==> config.mk <==
export PLATFORM = sky130hd
export DESIGN_NAME = boiler_stack
export DESIGN_NICKNAME = d
export VERILOG_FILES = /design/src/rtl/boiler_pkg.sv /design/src/rtl/boiler_run_calc.sv /design/src/rtl/boiler_stack.sv
export SDC_FILE = /design/constraint.sdc
export NUM_CORES = 1
export LEC_CHECK = 0
export ABC_AREA = 1
export BUFFER_PORTS_ARGS = -buffer_cell sky130_fd_sc_hd__buf_2
export CORE_MARGIN = 2
export CORE_UTILIZATION = 40
export CTS_CLUSTER_DIAMETER = 200
export DETAILED_ROUTE_END_ITERATION = 10
export PLACE_DENSITY = 0.66
export SYNTH_ARGS = -nofsm -noshare
export SYNTH_HDL_FRONTEND = slang
export SYNTH_SLANG_ARGS = --single-unit
==> constraint.sdc <==
create_clock -name clk -period 6.4 [get_ports clk]
set_input_delay 0.96 -clock clk [delete_from_list [all_inputs] [get_ports clk]]
set_output_delay 0.96 -clock clk [all_outputs]
set_load 0.05 [all_outputs]
==> src/rtl/boiler_pkg.sv <==
// Shared definitions for the colour-sort boiler: colour codes, stack depth and
// the pour FSM encoding.
package boiler_pkg;

  localparam int unsigned DEPTH = 4;
  localparam int unsigned CW    = 3;

  typedef logic [CW-1:0] colour_t;

  localparam colour_t COL_EMPTY     = 3'b000;
  localparam colour_t COL_PINK      = 3'b001;
  localparam colour_t COL_BLUE      = 3'b010;
  localparam colour_t COL_ORANGE    = 3'b011;
  localparam colour_t COL_GREEN     = 3'b100;
  localparam colour_t COL_PURPLE    = 3'b101;
  localparam colour_t COL_LIGHTGREY = 3'b110;
  localparam colour_t COL_INVALID   = 3'b111;

  typedef enum logic [1:0] {
    StIdle = 2'b00,
    StPour = 2'b01,
    StDone = 2'b10
  } state_e;

  // A code that may occupy a slot: anything but empty or invalid.
  function automatic logic is_legal(input colour_t c);
    return (c != COL_EMPTY) && (c != COL_INVALID);
  endfunction

endpackage

==> src/rtl/boiler_run_calc.sv <==
// Derives top colour, length of the top run and the solved flag from the
// current slot contents.
module boiler_run_calc
  import boiler_pkg::*;
(
  input  logic [DEPTH-1:0][CW-1:0] i_slots,
  input  logic [2:0]               i_count,
  output logic [CW-1:0]            o_top_colour,
  output logic [2:0]               o_top_run,
  output logic                     o_solved
);

  logic [1:0] w_top_idx;
  logic       w_stop;
  logic       w_all_same;

  assign w_top_idx = i_count[1:0] - 2'd1;

  always_comb begin
    o_top_colour = COL_EMPTY;
    if (i_count != 3'd0) begin
      o_top_colour = i_slots[w_top_idx];
    end
  end

  // Walk down from the top slot until the colour changes.
  always_comb begin
    o_top_run = 3'd0;
    w_stop    = 1'b0;
    for (int i = DEPTH - 1; i >= 0; i--) begin
      if (i < int'(i_count)) begin
        if (!w_stop && (i_slots[i] == o_top_colour)) begin
          o_top_run = o_top_run + 3'd1;
        end else begin
          w_stop = 1'b1;
        end
      end
    end
  end

  assign w_all_same = (i_slots[0] == i_slots[1]) && (i_slots[1] == i_slots[2]) &&
                      (i_slots[2] == i_slots[3]);

  assign o_solved = (i_count == 3'd0) || ((i_count == 3'(DEPTH)) && w_all_same);

endmodule

==> src/rtl/boiler_stack.sv <==
// Layer store for one boiler: level load, single-layer pushes and a
// valid/ready stream of the top run towards a destination boiler.
module boiler_stack
  import boiler_pkg::*;
#(
  parameter bit STRICT = 1'b1
) (
  input  logic          clk,
  input  logic          rst_n,
  input  logic          i_load,
  input  logic [11:0]   i_load_colours,
  input  logic          i_sel_toggle,
  input  logic          i_sel_clear,
  output logic          o_selected,
  input  logic          i_push_valid,
  input  logic [CW-1:0] i_push_colour,
  output logic          o_push_ready,
  input  logic          i_pour_start,
  input  logic [2:0]    i_pour_max,
  output logic          o_out_valid,
  output logic [CW-1:0] o_out_colour,
  input  logic          i_out_ready,
  output logic          o_pour_done,
  output logic [2:0]    o_pour_count,
  output logic [CW-1:0] o_colour1,
  output logic [CW-1:0] o_colour2,
  output logic [CW-1:0] o_colour3,
  output logic [CW-1:0] o_colour4,
  output logic [2:0]    o_count,
  output logic [CW-1:0] o_top_colour,
  output logic [2:0]    o_top_run,
  output logic          o_full,
  output logic          o_empty,
  output logic          o_solved,
  output logic          o_err
);

  logic [DEPTH-1:0][CW-1:0] r_slots_q, w_slots_d;
  logic [2:0]               r_count_q, w_count_d;
  state_e                   r_state_q, w_state_d;
  logic [2:0]               r_n_q, w_n_d;
  logic [2:0]               r_moved_q, w_moved_d;
  logic                     r_sel_q, w_sel_d;
  logic                     r_err_q, w_err_d;
  logic                     r_done_q, w_done_d;
  logic [2:0]               r_pcount_q, w_pcount_d;

  logic [CW-1:0] w_top_colour;
  logic [2:0]    w_top_run;
  logic          w_solved;
  logic          w_push_hs;
  logic          w_push_bad;
  logic [2:0]    w_pour_n;
  logic [1:0]    w_top_idx;
  logic          w_gap;
  logic [CW-1:0] w_lc;

  boiler_run_calc u_run_calc (
    .i_slots      (r_slots_q),
    .i_count      (r_count_q),
    .o_top_colour (w_top_colour),
    .o_top_run    (w_top_run),
    .o_solved     (w_solved)
  );

  assign o_full       = (r_count_q == 3'(DEPTH));
  assign o_empty      = (r_count_q == 3'd0);
  assign o_push_ready = (r_state_q == StIdle) && !o_full && !i_load && !i_pour_start;

  assign w_push_hs  = i_push_valid && o_push_ready;
  assign w_push_bad = !is_legal(i_push_colour) ||
                      (STRICT && (r_count_q != 3'd0) && (i_push_colour != w_top_colour));
  assign w_pour_n   = (w_top_run < i_pour_max) ? w_top_run : i_pour_max;
  assign w_top_idx  = r_count_q[1:0] - 2'd1;

  always_comb begin
    w_slots_d  = r_slots_q;
    w_count_d  = r_count_q;
    w_state_d  = r_state_q;
    w_n_d      = r_n_q;
    w_moved_d  = r_moved_q;
    w_sel_d    = r_sel_q;
    w_err_d    = 1'b0;
    w_done_d   = 1'b0;
    w_pcount_d = 3'd0;
    w_gap      = 1'b0;
    w_lc       = COL_EMPTY;

    if (i_sel_clear) begin
      w_sel_d = 1'b0;
    end else if (i_sel_toggle) begin
      w_sel_d = ~r_sel_q;
    end

    if (i_load) begin
      // Keep the legal prefix from the bottom; anything past the first gap is dropped.
      w_count_d = 3'd0;
      for (int i = 0; i < DEPTH; i++) begin
        w_lc = i_load_colours[i*CW +: CW];
        if (!w_gap && is_legal(w_lc)) begin
          w_slots_d[i] = w_lc;
          w_count_d    = w_count_d + 3'd1;
        end else begin
          w_gap        = 1'b1;
          w_slots_d[i] = COL_EMPTY;
          if (w_lc != COL_EMPTY) begin
            w_err_d = 1'b1;
          end
        end
      end
      w_state_d = StIdle;
      w_moved_d = 3'd0;
    end else begin
      unique case (r_state_q)
        StIdle: begin
          if (w_push_hs) begin
            if (w_push_bad) begin
              w_err_d = 1'b1;
            end else begin
              w_slots_d[r_count_q[1:0]] = i_push_colour;
              w_count_d                 = r_count_q + 3'd1;
            end
          end else if (i_pour_start) begin
            w_n_d     = w_pour_n;
            w_moved_d = 3'd0;
            if (w_pour_n == 3'd0) begin
              w_done_d = 1'b1;
            end else begin
              w_state_d = StPour;
            end
          end
        end
        StPour: begin
          if (i_out_ready) begin
            w_slots_d[w_top_idx] = COL_EMPTY;
            w_count_d            = r_count_q - 3'd1;
            w_moved_d            = r_moved_q + 3'd1;
            if (w_moved_d == r_n_q) begin
              w_state_d  = StDone;
              w_done_d   = 1'b1;
              w_pcount_d = r_n_q;
            end
          end
        end
        StDone: begin
          w_state_d = StIdle;
        end
        default: begin
          w_state_d = StIdle;
        end
      endcase
    end
  end

  always_ff @(posedge clk or negedge rst_n) begin
    if (!rst_n) begin
      r_slots_q  <= '0;
      r_count_q  <= 3'd0;
      r_state_q  <= StIdle;
      r_n_q      <= 3'd0;
      r_moved_q  <= 3'd0;
      r_sel_q    <= 1'b0;
      r_err_q    <= 1'b0;
      r_done_q   <= 1'b0;
      r_pcount_q <= 3'd0;
    end else begin
      r_slots_q  <= w_slots_d;
      r_count_q  <= w_count_d;
      r_state_q  <= w_state_d;
      r_n_q      <= w_n_d;
      r_moved_q  <= w_moved_d;
      r_sel_q    <= w_sel_d;
      r_err_q    <= w_err_d;
      r_done_q   <= w_done_d;
      r_pcount_q <= w_pcount_d;
    end
  end

  assign o_selected   = r_sel_q;
  assign o_out_valid  = (r_state_q == StPour);
  assign o_out_colour = o_out_valid ? w_top_colour : COL_EMPTY;
  assign o_pour_done  = r_done_q;
  assign o_pour_count = r_pcount_q;
  assign o_err        = r_err_q;
  assign o_count      = r_count_q;
  assign o_top_colour = w_top_colour;
  assign o_top_run    = w_top_run;
  assign o_solved     = w_solved;
  assign o_colour1    = r_slots_q[0];
  assign o_colour2    = r_slots_q[1];
  assign o_colour3    = r_slots_q[2];
  assign o_colour4    = r_slots_q[3];

endmodule

==> reports/results.ini, run 1 <==
[clocking]
clk_latency_ns = 0.28
cts.clk_slew.worst_paths_ns = 0.06
cts.root.buffer_cell = clkbuf_8
h-tree-depth = 2
clockBufferDepth = 2
holdBufCountCts = 0
cts_resized = 0
cts-buffers-inserted = 5
cts_setup_buffers = 0
cts_tree = done
clkSinkCount = 29

[logic_synthesis]
muxShareOfSynthArea = 0
syn-cell-area_um2 = 2628
synth_edf_count = 0
synth_compound_area_frac = 0.1724
avgSynthCellArea_um2 = 6.860
syn_inst = 383
ys_async_sr_fraction = 1.000
yosysWarnings = 0
syn-num-nets = 421
synth_cell_types = 39
yosys.area_share.simple = 0.3500
synth_top_family_by_area = simple AND/OR/NAND/NOR gates
ys_seq_area_frac = 0.2762
synth-xor-area-share = 0.03000
ys.flop_type = dfrtp_1
ys_ff_latch = 29
synthAdderAreaFrac = 0.05714

[critical_path]
rr_startpoint = o_count[0]$_DFFE_PN0P_
path_cells = inv_8 -> ha_1 -> inv_2 -> nand3_2 -> nand2_2 -> nand2_4 -> nand2_1 -> nand2_1 -> nand3_1 -> nand2_1 -> nand2_2 -> inv_1 -> ha_1 -> nand2_1 -> inv_1 -> ha_1 -> nand2_1 -> nand2_1 -> ha_1 -> nand3_1 -> xor2_1 -> nand2_1 -> inv_1 -> buf_2
startpoint_type = flip-flop
max_stage_delay_ns = 0.66
cp_max_fo = 12
cpMostUsedCell = nand2_1
critical_path.endpoint_type = primary output
reg2reg_slack_ns = 1.74
reg2reg_depth = 29
crit_cells = 24
critical_path_required_ns = 5.44
cp-startpoint = o_count[0]$_DFFE_PN0P_
slowest_stage = dfrtp_1
path_delay_family = adder cells
crit_type = reg2out
crit_arrival_ns = 4.03
critPathBufInv = 6

[cells_and_area]
area_growth_pct = 16.81
stdcell_count = 523
fillCellCount = 669
final_nets = 483
diodes = 0
final_area_um2 = 3069
layout-drive-gt1-share = 0.2287

[route]
drt_wl_total_um = 7863
routedWlPerCell_um = 15.03
antenna_left = 0
drc = 0
vias = 2860
drt_pass1_iterations = 5
drt_iter0_markers = 190
viasPerCell = 5.468

[place]
gp_congestion = 1.004
place_worst_setup_slack_ns = 1.724
placed_area_um2 = 2987
place_inst = 515
hpwl_um = 6521
numPortBuffers = 60

[grt]
antenna_found_initial = 0
track_usage = 0.2236
grt_pass1_vias = 2713
grt_pass1_wl_um = 12970
gr-total-overflow = 0
grt_max_degree = 30

[job]
max_cap_violations = 0

[die]
rows = 29
core_um2 = 6350
initial_utilization = 0.4138
die_x_um = 85.05
ios = 61
die_h_um = 85.05
die-area_um2 = 7234

[run_status]
status = finished clean

[worst_hold_path]
hold_path_depth = 1
min_path_type = reg2reg
hold_path_startpoint = o_selected$_DFFE_PN0P_

[timing]
period_share = 0.7804
rsz0062_at_grt = no
setup_viol = 0
fmax_mhz = 200.2
finalHoldViolations = 0
period_minus_slack_ns = 4.995
slew-limit-headroom = 0.5485
tightest_slew_ns = 0.6773
postLayoutSetupSlackWorst_ns = 1.405
slew_viol_final = 0
tns_ns = 0
skew_ns = 0.002990

flip-flops by register name (all words and copies together), names as in the netlist:
| signal | flops |
|---|---|
| o_colour1 | 3 |
| o_colour2 | 3 |
| o_colour3 | 3 |
| o_colour4 | 3 |
| o_count | 3 |
| o_err | 1 |
| o_pour_count | 3 |
| o_pour_done | 1 |
| o_selected | 1 |
| r_moved_q | 3 |
| r_n_q | 3 |
| r_state_q | 2 |
worst reg2reg max path, delay by kind of cell (launching register included):
family	cells	cell delay, ns
simple gates	15	1.34
xor+xnor	1	0.14
compound gates	3	0.62
flops	1	0.66
fa+ha+maj	5	1.37
buf+inv	5	0.45
layout by cell type (no fill, tap or decap), types with 6 or more instances in the layout:
cell type | synthesis | layout
a311oi_1 | 6 | 6
xor2_1 | 7 | 7
ha_1 | 12 | 12
o22ai_1 | 12 | 12
buf_2 | 0 | 60
nand3_1 | 23 | 23
o21ai_0 | 23 | 23
inv_2 | 6 | 6
nand4_1 | 6 | 6
inv_1 | 61 | 61
dfrtp_1 | 29 | 29
nand2_2 | 8 | 8
nor2_1 | 33 | 33
nand2_1 | 92 | 92
nand3_2 | 7 | 7
a21oi_1 | 15 | 15
synth_stat cells (2+ instances only):
cell	instances	area, um2
nand2_2	8	50.05
nand4_1	6	37.54
clkbuf_1	2	7.510
nand2_1	92	345.3
inv_2	6	22.52
nor2_2	2	12.51
nand2_4	5	56.30
o21ai_1	5	25.02
a311oi_1	6	52.55
nor3_1	2	10.01
o21ai_0	23	115.1
buf_6	2	22.52
dfrtp_1	29	725.7
xnor2_1	2	17.52
ha_1	12	150.1
a31oi_1	3	18.77
a21oi_1	15	75.07
nand3_1	23	115.1
inv_1	61	229.0
nand3_2	7	70.07
o22ai_1	12	75.07
nand3_4	3	52.55
o221ai_1	2	17.52
xor2_1	7	61.31
nor2_1	33	123.9
o32ai_1	2	17.52
through the flow:
| stage | utilization | hold WS, ns |
|---|---|---|
| after global placement | 0.4703 | 0.4650 |
| after detailed placement | 0.4703 | 0.4785 |
| after global routing | 0.4834 | 0.5269 |
| after floorplan | - | 0.4570 |
| final | 0.4834 | 0.4785 |
| after CTS | 0.4834 | 0.4868 |
cells by family after synthesis:
logic type / Yosys count
compound gates: 75
xor+xnor: 9
fa+ha+maj: 12
buf+inv: 73
flops: 29
simple gates: 185
metal layers:
| layer | wire (um) | part of all wire | track usage | vias up |
|---|---|---|---|---|
| li1 | - | - | - | 1389 |
| met1 | 3276 | 0.42 | 0.2699 | 1328 |
| met2 | 3868 | 0.49 | 0.4006 | 126 |
| met3 | 490 | 0.062 | 0.02918 | 17 |
| met4 | 227 | 0.029 | 0.08802 | 0 |
| met5 | 0 | 0 | 0 | - |
final cells by class:
cell class / instances / area [um2] / share of cell area
clock buffer: 6 / 72.57 / 0.02364
sequential: 29 / 725.7 / 0.2364
clock inverter: 2 / 10.01 / 0.003261
tap: 77 / 96.34 / 0.03139
inverter: 68 / 262.8 / 0.08561
timing repair buffer: 60 / 300.3 / 0.09784
multi-input combinational: 281 / 1602 / 0.5218
path summary, 6_finish.rpt:
check | end
worst max register to register | o_pour_done$_DFF_PN0_
worst min-delay path | o_selected$_DFFE_PN0P_
max in group asynchronous | r_state_q[1]$_DFFE_PN0P_
worst min register to register | o_selected$_DFFE_PN0P_
min in group asynchronous | r_moved_q[1]$_DFFE_PN0P_
worst max-delay path | o_top_run[2]
Power of run 1 is left out: the tool's default activity adds up to more than one toggle a clock period on the data nets, which glitch-free logic cannot reach.
==> run 2, diff against run 1 <==
Settings changed: ABC_AREA 1 to 0.
Clock period 6.4 ns to 4.8 ns, I/O delays scaled along.
==> run 2 against run 1 <==
Effect of this change: the run now ends with setup timing left; clock-buffer cell count is 1 higher; synthesized area up 8.0%; design area is 28% higher; register-to-register slack lost 1.9 ns; cell count rose by 5.5%; sequential share of layout area is 5.1 points lower; sequential cell count unchanged; core utilization up 9.1 points; first-iteration DRC count fell by 18%; via count is 10% higher; synthesized cell count decreased by 8.9%.
==> reports/results.ini, run 2 <==
[route]
viasPerCell = 5.717
drt_wl_total_um = 9323
antenna_left = 0
routedWlPerCell_um = 16.89
vias = 3156
drc = 0
drt_pass1_iterations = 4
drt_iter0_markers = 156

[die]
core_um2 = 6832
rows = 30
die-area_um2 = 7781
die_x_um = 88.21
die_h_um = 88.21
ios = 61
initial_utilization = 0.4152

[worst_hold_path]
min_path_type = in2async

[critical_path]
critical_path.endpoint_type = flip-flop
rr_startpoint = o_count[0]$_DFFE_PN0P_
critical_path_required_ns = 4.97
cp-startpoint = o_count[0]$_DFFE_PN0P_
startpoint_type = flip-flop
max_stage_delay_ns = 0.47
critPathBufInv = 3
path_delay_family = adder cells
crit_arrival_ns = 5.13
path_cells = inv_8 -> ha_4 -> mux4_2 -> or3b_4 -> a221oi_4 -> o221ai_2 -> a21oi_2 -> ha_1 -> nand2_2 -> inv_4 -> ha_4 -> o2111ai_2 -> o211ai_2 -> ha_4 -> mux2_4 -> ha_4 -> nor3_2 -> nor2_1 -> inv_1 -> a31oi_4 -> mux2_4 -> mux2_4
slowest_stage = dfrtp_2
cpMostUsedCell = ha_4
cp_max_fo = 6
crit_type = reg2reg

[timing]
period_minus_slack_ns = 4.967
slew_viol_final = 0
slew-limit-headroom = 0.4160
rsz0062_at_grt = yes
period_share = 1.035
tightest_slew_ns = 0.8760
postLayoutSetupSlackWorst_ns = -0.1673
finalHoldViolations = 0
fmax_mhz = 201.3
setup_viol = 6
skew_ns = 0.008790
tns_ns = -0.5263

[grt]
grt_pass1_wl_um = 14840
antenna_found_initial = 0
grt_pass1_vias = 3052
grt_max_degree = 30
gr-total-overflow = 0
track_usage = 0.2453

[run_status]
violations = setup timing
status = finished with violations

[logic_synthesis]
syn-num-nets = 387
yosysWarnings = 0
synth_edf_count = 0
yosys.cell_count.top_type = nand2_1
syn_inst = 349
ys.flop_type = dfrtp_1
avgSynthCellArea_um2 = 8.127
ys_seq_area_frac = 0.2558
ys_async_sr_fraction = 1.000
syn-cell-area_um2 = 2836
yosys.area.top_type_share = 0.2558
ys_top_cells_by_area = dfrtp_1 26%, ha_1 5.3%, nand2_1 4.1%
synth_top_cell_by_area = dfrtp_1
synth_common_cells = 31 x nand2_1, 29 x dfrtp_1, 26 x nor2_1
synth_cell_types = 60
ys_ff_latch = 29

[pwr]
p_per_area_nw_per_um2 = 720.4
irDropWorstVdd_uv = 417.3
p_leak_nw = 1.855

[cells_and_area]
utilization = 0.5742
area_growth_pct = 38.29
most-common-layout-cells = 57 x buf_2, 54 x buf_4, 29 x nand2_1
final_common_cell = buf_2
diodes = 0
final_nets = 493
layout-drive-gt1-share = 0.3662

[clocking]
cts.root.buffer_cell = clkbuf_8
h-tree-depth = 2
cts-buffers-inserted = 5
cts.clk_slew.worst_paths_ns = 0.07
clockBufferDepth = 2
clkSinkCount = 29
holdBufCountCts = 0
clk_latency_ns = 0.28
cts_tree = done

[place]
numPortBuffers = 60
hpwl_um = 7159
gp_congestion = 0.8826

[job]
max_cap_violations = 0

==> run 2: changes by cell type after synthesis, sizes merged, moves of 7 or more <==
cell and change:
nand2 -74, inv -46, nand3 -23, clkbuf +13
o21ai -12, and2 +11, nor2 -11, xnor2 +10
a211oi +7, a22o +7, mux2i +7
==> run 2: through the flow <==
| stage | total power, mW | cell area, um2 | hold slack, ns | setup WS, ns | std cells |
|---|---|---|---|---|---|
| 2_1_floorplan | 1.762 | 2985 | 0.4244 | -0.7047 | 349 |
| 5_1_grt | 3.009 | 3923 | 0.5076 | -0.3487 | 552 |
| 3_3_place_gp | 2.316 | 3608 | 0.4824 | -0.05176 | 529 |
| 4_1_cts | 2.707 | 3826 | 0.4823 | -0.1805 | 547 |
| 3_5_place_dp | 2.350 | 3608 | 0.4776 | -0.1989 | 529 |
| 6_report | 2.826 | 3923 | 0.4556 | -0.1673 | 552 |
==> run 2: cells by family after synthesis <==
| group | synth area share |
|---|---|
| mux | 0.07102 |
| buf+inv | 0.05469 |
| fa+ha+maj | 0.05293 |
| xor+xnor | 0.04323 |
| simple gates | 0.2241 |
| compound gates | 0.2982 |
| flops | 0.2558 |
==> run 2: layer usage <==
layer	global-route usage	part of all wire	vias to the layer above
met3	0.04104	0.040	13
met4	0.06198	0.013	0
met2	0.4279	0.51	89
met5	0	0	-
met1	0.3162	0.44	1540
li1	-	-	1514
==> run 2: worst paths after layout <==
| path | endpoint | slack, ns | cells after the start |
|---|---|---|---|
| max in group asynchronous | o_count[0]$_DFFE_PN0P_ | 3.86 | 1 |
| setup reg to reg | r_n_q[1]$_DFFE_PN0P_ | -0.17 | 22 |
| hold reg to reg | r_moved_q[1]$_DFFE_PN0P_ | 0.48 | 2 |
| min in group clk | r_moved_q[1]$_DFFE_PN0P_ | 0.48 | 2 |
| setup / recovery | r_n_q[1]$_DFFE_PN0P_ | -0.17 | 22 |
| hold / removal | o_selected$_DFFE_PN0P_ | 0.46 | 1 |
==> run 2: area by class of cell <==
cell class / instances / area, um2
clock buffers: 7 / 96.34
clock inverters: 1 / 5.005
fillers: 658 / 2909
inverters: 22 / 92.59
multi-input cells: 281 / 2126
flip-flops and latches: 29 / 728.2
well taps: 96 / 120.1
repair buffers: 116 / 754.5
==> run 2: what timing repair did <==
| item | 4_1_cts | 5_1_grt |
|---|---|---|
| buffers inserted | 10 | 5 |
| pin swaps | 9 | 8 |
| setup endpoints to repair | 5 | 8 |
| gates resized for setup | 11 | 12 |
==> run 2: where the power goes <==
part | leakage (nW) | switching, mW | internal, mW | total, mW
sequential | 0.380 | 0.0475 | 0.304 | 0.351
clock | 0.0542 | 0.0963 | 0.129 | 0.226
combinational | 1.42 | 1.30 | 0.953 | 2.25
total | 1.86 | 1.44 | 1.39 | 2.83
Power figures use the tool's default switching activity.
==> run 3, diff against run 2 <==
Settings changed: GPL_ROUTABILITY_DRIVEN set to 0, PLACE_DENSITY 0.66 to 0.68.
Clock period 4.8 ns to 4.3 ns, I/O delays scaled along.
==> run 3 against run 2 <==
Effect of this change: the run still ends with setup timing left; register-to-register slack got worse by 0.39 ns; worst setup slack worse by 0.40 ns; sequential share of layout area fell by 0.70 points; critical endpoint is now o_top_run[1]; largest power group unchanged; highest routed layer unchanged.
==> reports/results.ini, run 3 (synthesis results as in run 2) <==
[critical_path]
cp_max_fo = 4
path_delay_family = adder cells
rr_startpoint = o_count[0]$_DFFE_PN0P_
path_cells = inv_8 -> ha_4 -> mux4_2 -> or3b_4 -> a221oi_4 -> o221ai_4 -> a21oi_2 -> ha_4 -> nand2_4 -> inv_4 -> ha_4 -> o2111ai_2 -> o211ai_2 -> ha_4 -> mux2_4 -> buf_4 -> buf_6 -> buf_8
cpMostUsedCell = ha_4
critPathBufInv = 5
max_stage_delay_ns = 0.45
crit_type = reg2out
startpoint_type = flip-flop
critical_path.endpoint_type = primary output
cp-startpoint = o_count[0]$_DFFE_PN0P_
slowest_stage = dfrtp_2
critical_path_required_ns = 3.65
crit_arrival_ns = 4.22

[clocking]
h-tree-depth = 2
cts.root.buffer_cell = clkbuf_8
holdBufCountCts = 0
clockBufferDepth = 2
clkSinkCount = 29
cts_tree = done
cts.clk_slew.worst_paths_ns = 0.07
clk_latency_ns = 0.28
cts-buffers-inserted = 5

[timing]
skew_ns = 0.003598
period_share = 1.133
period_minus_slack_ns = 4.870
slew_viol_final = 0
finalHoldViolations = 0
rsz0062_at_grt = yes
tightest_slew_ns = 0.7035
setup_viol = 8
postLayoutSetupSlackWorst_ns = -0.5700
fmax_mhz = 205.3
slew-limit-headroom = 0.5310
tns_ns = -3.423

[pwr]
p_leak_nw = 1.934
p_per_area_nw_per_um2 = 809.4
irDropWorstVdd_uv = 328.1

[place]
hpwl_um = 7297
numPortBuffers = 60
place_worst_setup_slack_ns = -0.6545

[cells_and_area]
final_nets = 506
diodes = 0
layout-drive-gt1-share = 0.4051
area_growth_pct = 43.67
utilization = 0.5965
most-common-layout-cells = 65 x buf_4, 58 x buf_2, 27 x nand2_1, 27 x dfrtp_1, 22 x nor2_1
final_common_cell = buf_4

[route]
drt_wl_total_um = 9653
viasPerCell = 5.821
drt_pass1_iterations = 6
antenna_left = 0
top_layer = met4
route.met2.wl_um = 4403
routedWlPerCell_um = 17.08
routed-wl-met3_um = 581
vias = 3289
drc = 0
wl_met1_um = 4414
drt_iter0_markers = 301

[grt]
gr-total-overflow = 0
track_usage = 0.2517
grt_max_degree = 30
antenna_found_initial = 0
grt_pass1_wl_um = 15270
grt_pass1_vias = 3062

[worst_hold_path]
min_path_type = in2async

[die]
ios = 61
core_um2 = 6832
die_h_um = 88.21
initial_utilization = 0.4152
die_x_um = 88.21
die-area_um2 = 7781
rows = 30

[run_status]
status = finished with violations
violations = setup timing

[job]
max_cap_violations = 0

run 3: power breakdown:
group | switching (mW) | internal (mW) | total, mW
combinational | 1.52 | 1.14 | 2.65
clock | 0.106 | 0.144 | 0.251
sequential | 0.0536 | 0.340 | 0.393
run 3: stage by stage:
stage	area [um2]	hold slack [ns]	std cells	total power [mW]
after CTS	3966	0.4375	561	3.099
final	4075	0.4083	565	3.298
after global placement	3745	0.4719	546	2.703
after global routing	4075	0.4628	565	3.506
after detailed placement	3745	0.4864	546	2.735
after floorplan	2994	0.3494	349	1.975
run 3: worst register-to-register path, cell delays in order (launching register included):
cell and delay, ns:
dfrtp_2 0.45, inv_8 0.04, ha_4 0.29, mux4_2 0.32
or3b_4 0.41, a221oi_4 0.33, o221ai_4 0.17, a21oi_2 0.21
ha_4 0.23, nand2_4 0.07, inv_4 0.05, ha_4 0.26
o2111ai_2 0.09, o211ai_2 0.12, ha_4 0.23, mux2_4 0.29
ha_4 0.26, nor3_2 0.04, nor2_2 0.11, inv_2 0.06
a31oi_4 0.16, mux2_4 0.31, mux2_4 0.25
run 3: per-layer routing:
metal	track usage	vias up
li1	-	1543
met1	0.3523	1594
met2	0.3958	127
met3	0.05224	25
met4	0.07025	0
met5	0	-
run 3: final cells by class:
class	instances	area, um2
fill	605	2756
clock buffer	7	96.34
multi-input combinational	281	2180
clock inverter	1	5.005
timing repair buffer	129	853.3
tap	96	120.1
sequential	29	728.2
inverter	22	92.59
run 3: repair_timing:
| item | 4_1_cts | 5_1_grt |
|---|---|---|
| setup endpoints to repair | 8 | 8 |
| buffers inserted | 7 | 4 |
| pin swaps | 16 | 11 |
| cloned | 0 | 0 |
| gates resized for setup | 16 | 17 |
run 3: worst paths after layout:
check	end	slack, ns	cells past startpoint
setup / recovery	o_top_run[1]	-0.57	18
hold / removal	o_colour2[1]$_DFFE_PN0P_	0.41	1
setup reg to reg	r_n_q[1]$_DFFE_PN0P_	-0.56	22
hold reg to reg	r_moved_q[1]$_DFFE_PN0P_	0.51	2
max in group asynchronous	o_count[1]$_DFFE_PN0P_	3.40	1
min in group clk	o_selected$_DFFE_PN0P_	0.50	2
